File: config.mk
export PLATFORM = sky130hd
export DESIGN_NAME = ext_r_burst_buffer
export DESIGN_NICKNAME = d
export VERILOG_FILES = /design/src/rtl/ext_r_burst_buffer.sv
export SDC_FILE = /design/constraint.sdc
export NUM_CORES = 1
export LEC_CHECK = 0
export ABC_AREA = 1
export BUFFER_PORTS_ARGS = -buffer_cell sky130_fd_sc_hd__buf_2
export CORE_ASPECT_RATIO = 1.2
export CORE_MARGIN = 1.5
export CORE_UTILIZATION = 50
export CTS_BUF_LIST = sky130_fd_sc_hd__clkbuf_8 sky130_fd_sc_hd__clkbuf_16
export CTS_CLUSTER_DIAMETER = 100
export DETAILED_ROUTE_END_ITERATION = 10
export GPL_TIMING_DRIVEN = 0
export PLACE_DENSITY = 0.84
export SYNTH_ARGS = -nofsm -noshare
export SYNTH_HDL_FRONTEND = slang
export SYNTH_SLANG_ARGS = --single-unit
export TNS_END_PERCENT = 50
File: constraint.sdc
create_clock -name clk_i -period 6 [get_ports clk_i]
set_input_delay 1.8 -clock clk_i [delete_from_list [all_inputs] [get_ports clk_i]]
set_output_delay 1.8 -clock clk_i [all_outputs]
set_load 0.01 [all_outputs]
File: src/rtl/ext_r_burst_buffer.sv
// AXI R-channel elastic buffer with a registered output (1 cycle minimum latency), either cut-through or store-and-forward.
// Upstream ready depends only on fill level; downstream valid/payload hold until the beat is popped.
module ext_r_burst_buffer #(
    parameter int ID_WIDTH      = 4,
    parameter int DATA_WIDTH    = 64,
    parameter int USER_WIDTH    = 6,
    parameter int DEPTH         = 4,
    parameter int STORE_AND_FWD = 0,
    parameter int CNT_W         = $clog2(DEPTH + 1)
) (
    input  logic                  clk_i,
    input  logic                  rst_i,
    input  logic                  slave_valid_i,
    input  logic [DATA_WIDTH-1:0] slave_data_i,
    input  logic [1:0]            slave_resp_i,
    input  logic [USER_WIDTH-1:0] slave_user_i,
    input  logic [ID_WIDTH-1:0]   slave_id_i,
    input  logic                  slave_last_i,
    output logic                  slave_ready_o,
    output logic                  master_valid_o,
    output logic [DATA_WIDTH-1:0] master_data_o,
    output logic [1:0]            master_resp_o,
    output logic [USER_WIDTH-1:0] master_user_o,
    output logic [ID_WIDTH-1:0]   master_id_o,
    output logic                  master_last_o,
    input  logic                  master_ready_i,
    output logic [CNT_W-1:0]      fill_level_o,
    output logic [CNT_W-1:0]      bursts_o,
    output logic                  forced_rel_o
);
    localparam int PTR_W  = $clog2(DEPTH);
    localparam int BEAT_W = ID_WIDTH + USER_WIDTH + DATA_WIDTH + 3;

    if (DEPTH < 2 || (DEPTH & (DEPTH - 1)) != 0) begin : g_bad_depth
        $fatal(1, "ext_r_burst_buffer: DEPTH must be a power of 2 and >= 2");
    end

    logic [BEAT_W-1:0] mem [DEPTH];
    logic [BEAT_W-1:0] head;
    logic [PTR_W-1:0]  wr_ptr;
    logic [PTR_W-1:0]  rd_ptr;
    logic [CNT_W-1:0]  fill;
    logic [CNT_W-1:0]  bursts;
    logic              rel;
    logic              valid;
    logic              push;
    logic              pop;
    logic              push_last;
    logic              pop_last;
    logic              force_rel;

    assign head = mem[rd_ptr];
    assign {master_id_o, master_user_o, master_data_o, master_resp_o, master_last_o} = head;

    assign slave_ready_o  = (fill != CNT_W'(DEPTH));
    assign master_valid_o = valid;
    assign fill_level_o   = fill;
    assign bursts_o       = bursts;
    assign forced_rel_o   = force_rel;

    // A full buffer holding no last beat can never complete a burst: open the gate once.
    assign force_rel = (STORE_AND_FWD != 0) && (fill == CNT_W'(DEPTH)) && (bursts == '0) && !rel;

    always_comb begin
        valid = (fill != '0);
        if (STORE_AND_FWD != 0) begin
            valid = (fill != '0) && ((bursts != '0) || rel || force_rel);
        end
    end

    assign push      = slave_valid_i && slave_ready_o;
    assign pop       = valid && master_ready_i;
    assign push_last = push && slave_last_i;
    assign pop_last  = pop && master_last_o;

    always_ff @(posedge clk_i) begin
        if (push) begin
            mem[wr_ptr] <= {slave_id_i, slave_user_i, slave_data_i, slave_resp_i, slave_last_i};
        end
    end

    always_ff @(posedge clk_i) begin
        if (rst_i) begin
            wr_ptr <= '0;
            rd_ptr <= '0;
            fill   <= '0;
            bursts <= '0;
            rel    <= 1'b0;
        end else begin
            if (push) begin
                wr_ptr <= wr_ptr + PTR_W'(1);
            end
            if (pop) begin
                rd_ptr <= rd_ptr + PTR_W'(1);
            end
            case ({push, pop})
                2'b10:   fill <= fill + CNT_W'(1);
                2'b01:   fill <= fill - CNT_W'(1);
                default: fill <= fill;
            endcase
            bursts <= bursts + CNT_W'(push_last) - CNT_W'(pop_last);
            // Stays open (even through empty) until the oversized burst's last beat leaves.
            rel    <= (rel || force_rel) && !pop_last;
        end
    end
endmodule

==> results of run 1 <==
## cell type report
| class | instances | area [sq um] | area share |
|---|---|---|---|
| inverters | 25 | 98.8 | 0.00683 |
| clock buffers | 31 | 776 | 0.0536 |
| multi-input cells | 444 | 2200 | 0.152 |
| well taps | 320 | 400 | 0.0277 |
| repair buffers | 173 | 1010 | 0.0697 |
| clock inverters | 23 | 191 | 0.0132 |
| plain buffers | 51 | 309 | 0.0214 |
| flip-flops and latches | 320 | 9490 | 0.656 |
## sequential cells by signal (all words and copies together) (netlist names), named ones only
signal,count
mem,308
bursts_o,3
wr_ptr,2
fill_level_o,3
rd_ptr,2
## layout by cell type, fill, tap and decap left out, types with 8 or more instances in the layout
cell type	instances
edfxtp_1	308
buf_2	180
nor2_1	161
o21ai_0	145
o22ai_1	76
clkbuf_16	31
inv_1	26
nand2_1	22
clkbuf_1	17
dfxtp_1	12
buf_6	10
o21ai_1	9
clkinv_1	9
nand3_1	8
buf_12	8
## kinds of logic (layout without fill, tap and decap cells)
kind of cell             Yosys count  after routing  share of synthesized area
flip-flops                       320            320                      0.786
AO/OA/AOI/OAI                    237            237                      0.106
AND/OR/NAND/NOR                  195            195                     0.0615
buffers and inverters             76            303                     0.0338
adder cells (fa/ha/maj)            9              9                     0.0106
XOR/XNOR                           2              2                    0.00145
other                              1              1                   0.000311
## layer usage
layer,up-vias,share of wire,routed length [microns],GRT usage
li1,3526,-,-,-
met1,3740,0.39,10500,0.259
met2,281,0.51,13600,0.374
met3,58,0.073,1960,0.0460
met4,0,0.026,701,0.0665
met5,-,0,0,0
## worst min-delay path: cells and delay by family (launching register included)
| family | cells | cell delay (ns) |
|---|---|---|
| DFF | 1 | 0.33 |
| AOI/OAI and AO/OA | 1 | 0.05 |
| and+or+nand+nor | 1 | 0.07 |
## where the power goes
| part | switching (W) | internal, W | leakage, nW |
|---|---|---|---|
| logic | 0.000989 | 0.000520 | 1.80 |
| clock network | 0.000774 | 0.00106 | 0.473 |
| registers | 0.0000574 | 0.00266 | 2.92 |
| total | 0.00182 | 0.00424 | 5.20 |
## metrics by stage
stage | cell area, sq um | hold slack (ns) | cells
after global placement | 13300 | 0.490 | 1324
after detailed placement | 13500 | 0.500 | 1333
final | 14500 | 0.502 | 1387
after CTS | 14500 | 0.509 | 1387
after global routing | 14500 | 0.534 | 1387
after floorplan | 12100 | 0.474 | 840
## final timing paths
check	cells past startpoint	slack, ns	to	start
max reg2reg	14	3.65	bursts_o[2]	flop
min reg2reg	2	0.50	wr_ptr[0]	wr_ptr[0]
min	2	0.50	wr_ptr[0]	wr_ptr[0]
max	6	1.98	master_data_o[18]	flop
==> key figures, run 1 <==
Timing
  • Final Hold Fails: 0
  • Fmax: between 200 and 250 MHz
  • Slew @ Worst Pin: 0.909 ns
  • Relative slew slack: 0.392
  • Slew Limit Fails: 0
  • Period minus WS final: around 4.0 ns
  • Ratio of final minimum period to clock period: 0.671
  • Setup WS post-layout: 1.98 ns
  • Final setup TNS: 0 ns
  • Fin Clk Skew: about 0.011 ns
  • Unrepaired setup endpoints after global routing: false
  • Setup-failing EPs final: 0

Critical path
  • Cell family with most CP delay: buffers and inverters
  • Kind of critical path: flop to output pin
  • Critical Path AT: 2.22 ns
  • Setup crit start kind: flop
  • Cell Chain, Critical Path: buf_6, inv_6, clkbuf_1, o21ai_0, o22ai_1, buf_2
  • Worst Path Buf+Inv: 4
  • Critical path data required time: approximately 4.2 ns
  • Crit end category: output pin
  • CP max stage delay: 0.46 ns
  • Worst path slowest cell: clkbuf_1
  • Crit Path Max Fanout: 10

CTS
  • CTS HTree Levels: 1
  • Post-CTS Repair Setup Buffers: 0
  • Post-CTS Resized: 0
  • Clock Pin Slew Worst Setup and Hold Paths: 0.06 ns
  • # hold bufs at CTS: 0
  • Worst-Skew Late Latency: ~0.55 ns
  • CTS tree: done
  • CTS buffer count: 30
  • Longest Clk Path Bufs: 3
  • Root buf cell: clkbuf_16
  • # clock sinks: between 300 and 400

Global route
  • Vias in the first global route: about 7700
  • Overall Global Routing Usage: 0.213
  • First-pass GRT wire length: 40600 microns
  • Global route overflow: 0
  • Pin count of the biggest net entering global routing: 30
  • Antenna violations before repair: 0

Placement
  • Pre-CTS setup slack: between 2 and 2.5 ns
  • Gp weighted congestion: 0.746
  • Hpwl dp: 16800 microns
  • Port Buffers: roughly 160

Synthesis
  • Yosys reg bits: 320
  • Synth top cells by count: 308 x edfxtp_1, 165 x nor2_1, 145 x o21ai_0
  • Mapped Area: 12100 sq um
  • Yosys top cell area share: 0.766
  • Syn Area/Cell: between 10 and 15 sq um
  • Post-synth EDFFs: 308
  • Ys flop type: edfxtp_1
  • Synth unique cells: 23
  • Post-synth net total: 930
  • Synth Instances: 840
  • Count leader, synth: edfxtp_1
  • Asr flop ratio synth: 0
  • Sequential area share after synthesis: 0.786
  • Synth warn: 0
  • Ranking of synthesized cells by area: edfxtp_1 77%, o21ai_0 6.0%, nor2_1 5.1%
  • Cell taking the most area after synthesis: edfxtp_1

Power
  • Power Total: just over 0.006 W
  • Pwr per Cell Area: between 400 and 500 nW/um^2
  • LEAKAGE: 5.20 nW
  • VDD IR max: roughly 0.30 mV

Floorplanning
  • Core box area: ~24000 sq um
  • Die Width: 145 microns
  • Die height: between 150 and 200 microns
  • Die ar.: between 20000 and 30000 sq um
  • Ports: around 170
  • Initial core utilization: 0.507
  • Cell row count: between 60 and 70

Layout
  • Filler cells: approximately 1700
  • Final Core Density: 0.608
  • N_diodes: 0
  • Final net count: between 1000 and 1500
  • Layout cells sized above 1: 0.239
  • P&R area growth vs syn: 19.9%

Detailed routing
  • Vias per cell: roughly 5.5
  • Total number of vias: between 7000 and 8000
  • DR pass1 iterations: 5
  • Detailed Route Iter0 Violations: 401
  • Residual DRC: 0
  • Post-Route WL: 26700 microns
  • Antenna Nets Post-Route: 0
  • WL per Instance: about 19 microns

Hold path
  • Hold WC Path Type: flop to flop

Run status
  • Outcome: finished clean

Job
  • Max-cap violations: 0
(Power assumes the default switching activity.)
==> run 2: changes to the inputs <==
--- a/config.mk
+++ b/config.mk
@@ -5,7 +5,7 @@
 export SDC_FILE = /design/constraint.sdc
 export NUM_CORES = 1
 export LEC_CHECK = 0
-export ABC_AREA = 1
+export ABC_AREA = 0
 export BUFFER_PORTS_ARGS = -buffer_cell sky130_fd_sc_hd__buf_2
 export CORE_ASPECT_RATIO = 1.2
 export CORE_MARGIN = 1.5
==> constraint.sdc (replaced) <==
create_clock -name clk_i -period 3.3 [get_ports clk_i]
set_input_delay 0.99 -clock clk_i [delete_from_list [all_inputs] [get_ports clk_i]]
set_output_delay 0.99 -clock clk_i [all_outputs]
set_load 0.01 [all_outputs]
==> key figures, run 2 <==
Synthesis
  • Asr flop ratio synth: 0
  • Syn Area/Cell: approximately 25 sq um
  • Cell taking the most area after synthesis: edfxtp_1
  • Yosys reg bits: 320
  • Ranking of synthesized cells by area: edfxtp_1 78%, mux4_2 15%, dfxtp_1 2.0%
  • Count leader, synth: edfxtp_1
  • Ys flop type: edfxtp_1
  • Post-synth net total: between 500 and 600
  • Synth warn: 0
  • Synth Instances: about 480
  • Post-synth EDFFs: ~310
  • Mapped Area: 11800 sq um
  • Synth top cells by count: 308 x edfxtp_1, 77 x mux4_2, 12 x dfxtp_1
  • Synth unique cells: 27
  • Yosys top cell area share: 0.783
  • Sequential area share after synthesis: 0.803

Layout
  • Commonest non-fill, non-tap cell in the layout: edfxtp_1
  • Filler cells: ~1700
  • Most frequent cells in the layout: 308 x edfxtp_1, 172 x buf_2, 77 x mux4_2
  • Final net count: between 700 and 800
  • Sequential cell area: ~9500 sq um
  • P&R area growth vs syn: 19.1%
  • Max reg flops: 308
  • Final std cells w/o fill: about 1000
  • Multi-input gate area: around 2100 sq um
  • Biggest register: mem
  • Layout cells sized above 1: 0.449

Power
  • Power Total: approximately 0.011 W
  • LEAKAGE: 4.83 nW
  • VDD IR max: just under 0.6 mV
  • Pwr per Cell Area: approximately 780 nW/um^2

Critical path
  • Reg2Reg Capture Point: bursts_o[2]
  • Worst path slowest cell: mux4_2
  • Cell Chain, Critical Path: clkbuf_1, buf_4, buf_2, mux4_2, buf_2
  • Most used cell, CP: buf_2
  • Critical path data required time: 2.31 ns
  • Crit Path Max Fanout: 10
  • Internal reg-to-reg setup slack: 0.60 ns
  • Setup crit start kind: flop
  • Critical Path AT: 2.15 ns
  • CP max stage delay: between 0.3 and 0.4 ns
  • CP endpoint: master_data_o[38]
  • Kind of critical path: flop to output pin
  • Crit end category: output pin
  • Worst r2r path cells: 10

Timing
  • Setup WS post-layout: between 0.15 and 0.2 ns
  • Slew @ Worst Pin: approximately 0.51 ns
  • Final setup TNS: 0 ns
  • Setup-failing EPs final: 0
  • Worst hold slack: approximately 0.51 ns
  • Period minus WS final: 3.14 ns
  • Slew Limit Fails: 0
  • Ratio of final minimum period to clock period: 0.951
  • Final Hold Fails: 0
  • Fmax: 318 MHz
  • Unrepaired setup endpoints after global routing: false
  • Fin Clk Skew: around 0.018 ns
  • Relative slew slack: 0.660

Detailed routing
  • DR pass1 iterations: 4
  • Vias per cell: 5.38
  • WL per Instance: approximately 21 microns
  • Detailed Route Iter0 Violations: ~250
  • Antenna Nets Post-Route: 0
  • Post-Route WL: ~21000 microns
  • Residual DRC: 0
  • Total number of vias: approximately 5500

CTS
  • CTS HTree Levels: 1
  • CTS tree: done
  • CTS buffer count: 29
  • Worst-Skew Late Latency: approximately 0.54 ns
  • # clock sinks: 320
  • # hold bufs at CTS: 0
  • Root buf cell: clkbuf_16
  • Post-CTS Repair Setup Buffers: 0
  • Clock Pin Slew Worst Setup and Hold Paths: around 0.06 ns
  • Longest Clk Path Bufs: 3
  • Post-CTS Resized: 0

Global route
  • Pin count of the biggest net entering global routing: 51
  • Vias in the first global route: 5935
  • Global route overflow: 0
  • Antenna violations before repair: 2
  • Overall Global Routing Usage: 0.174
  • First-pass GRT wire length: roughly 32000 microns

Placement
  • Port Buffers: approximately 170
  • Hpwl dp: roughly 13000 microns
  • Pre-CTS setup slack: around 0.18 ns
  • Placed insts: 959
  • Gp weighted congestion: between 0.7 and 0.8

Floorplanning
  • Core box area: 23200 sq um
  • Die height: 171 microns
  • Die ar.: 24600 sq um
  • Die Width: 143 microns
  • Cell row count: 61
  • Initial core utilization: 0.509
  • Ports: 167

Job
  • Max-cap violations: 0

Hold path
  • Worst Hold Launch: rd_ptr[1]
  • Hold WC Path Type: flop to flop

Run status
  • Outcome: finished clean
[run 2: cell types whose count changed in the layout (fill, tap and decap cells not counted), moves of 10 or more]
cell	delta
nor2_1	-150
o21ai_0	-144
mux4_2	+77
o22ai_1	-76
nand2_1	-20
clkbuf_1	-15
inv_1	-10
[run 2: cells by family (layout without fill, tap and decap cells)]
kind of cell             count (synthesis)  count (layout)  synth area share
other                                    1               3          0.000317
XOR/XNOR                                 6               6           0.00445
AO/OA/AOI/OAI                            6               6           0.00360
multiplexers                            79              79             0.149
AND/OR/NAND/NOR                         24              24           0.00995
buffers and inverters                   30             252            0.0194
flip-flops                             320             320             0.803
adder cells (fa/ha/maj)                  9               9            0.0108
[run 2: area by class of cell]
type,count,share of cell area
Antenna cell,2,0.000356
Tap cell,315,0.0280
Sequential cell,320,0.674
Buffer,20,0.0136
Clock buffer,29,0.0516
Inverter,10,0.00267
Clock inverter,24,0.0132
Multi-Input combinational cell,125,0.150
Timing Repair Buffer,169,0.0665
[run 2: layer usage]
| layer | vias to the layer above | GRT usage | share of wire |
|---|---|---|---|
| met1 | 2847 | 0.206 | 0.38 |
| met2 | 174 | 0.317 | 0.53 |
| met5 | - | 0 | 0.00061 |
| li1 | 2395 | - | - |
| met3 | 34 | 0.0415 | 0.067 |
| met4 | 2 | 0.0457 | 0.020 |
[run 2: stage by stage]
step / instance area (sq um) / util
2_1_floorplan: 11800 / -
3_3_place_gp: 13000 / 0.562
3_5_place_dp: 13200 / 0.567
4_1_cts: 14100 / 0.606
5_1_grt: 14100 / 0.606
6_report: 14100 / 0.607
[run 2: how the worst min path moves through the flow]
stage	end	slack, ns	cells after the start
after floorplan	flop	0.47	2
after global placement	rd_ptr[1]	0.49	2
after detailed placement	flop	0.51	2
after CTS	flop	0.52	2
after global routing	flop	0.54	2
final	flop	0.51	2
[run 2: worst max-delay path, delay by kind of cell (launching register included)]
kind	cells	cell delay, ns
buf+inv	4	0.94
flops	1	0.30
mux	1	0.36
[run 2: power breakdown]
part           total [W]  internal (W)  switching, W
Sequential       0.00502       0.00490      0.000121
Clock            0.00319       0.00183       0.00136
Combinational    0.00270       0.00135       0.00136
Total             0.0109       0.00807       0.00284
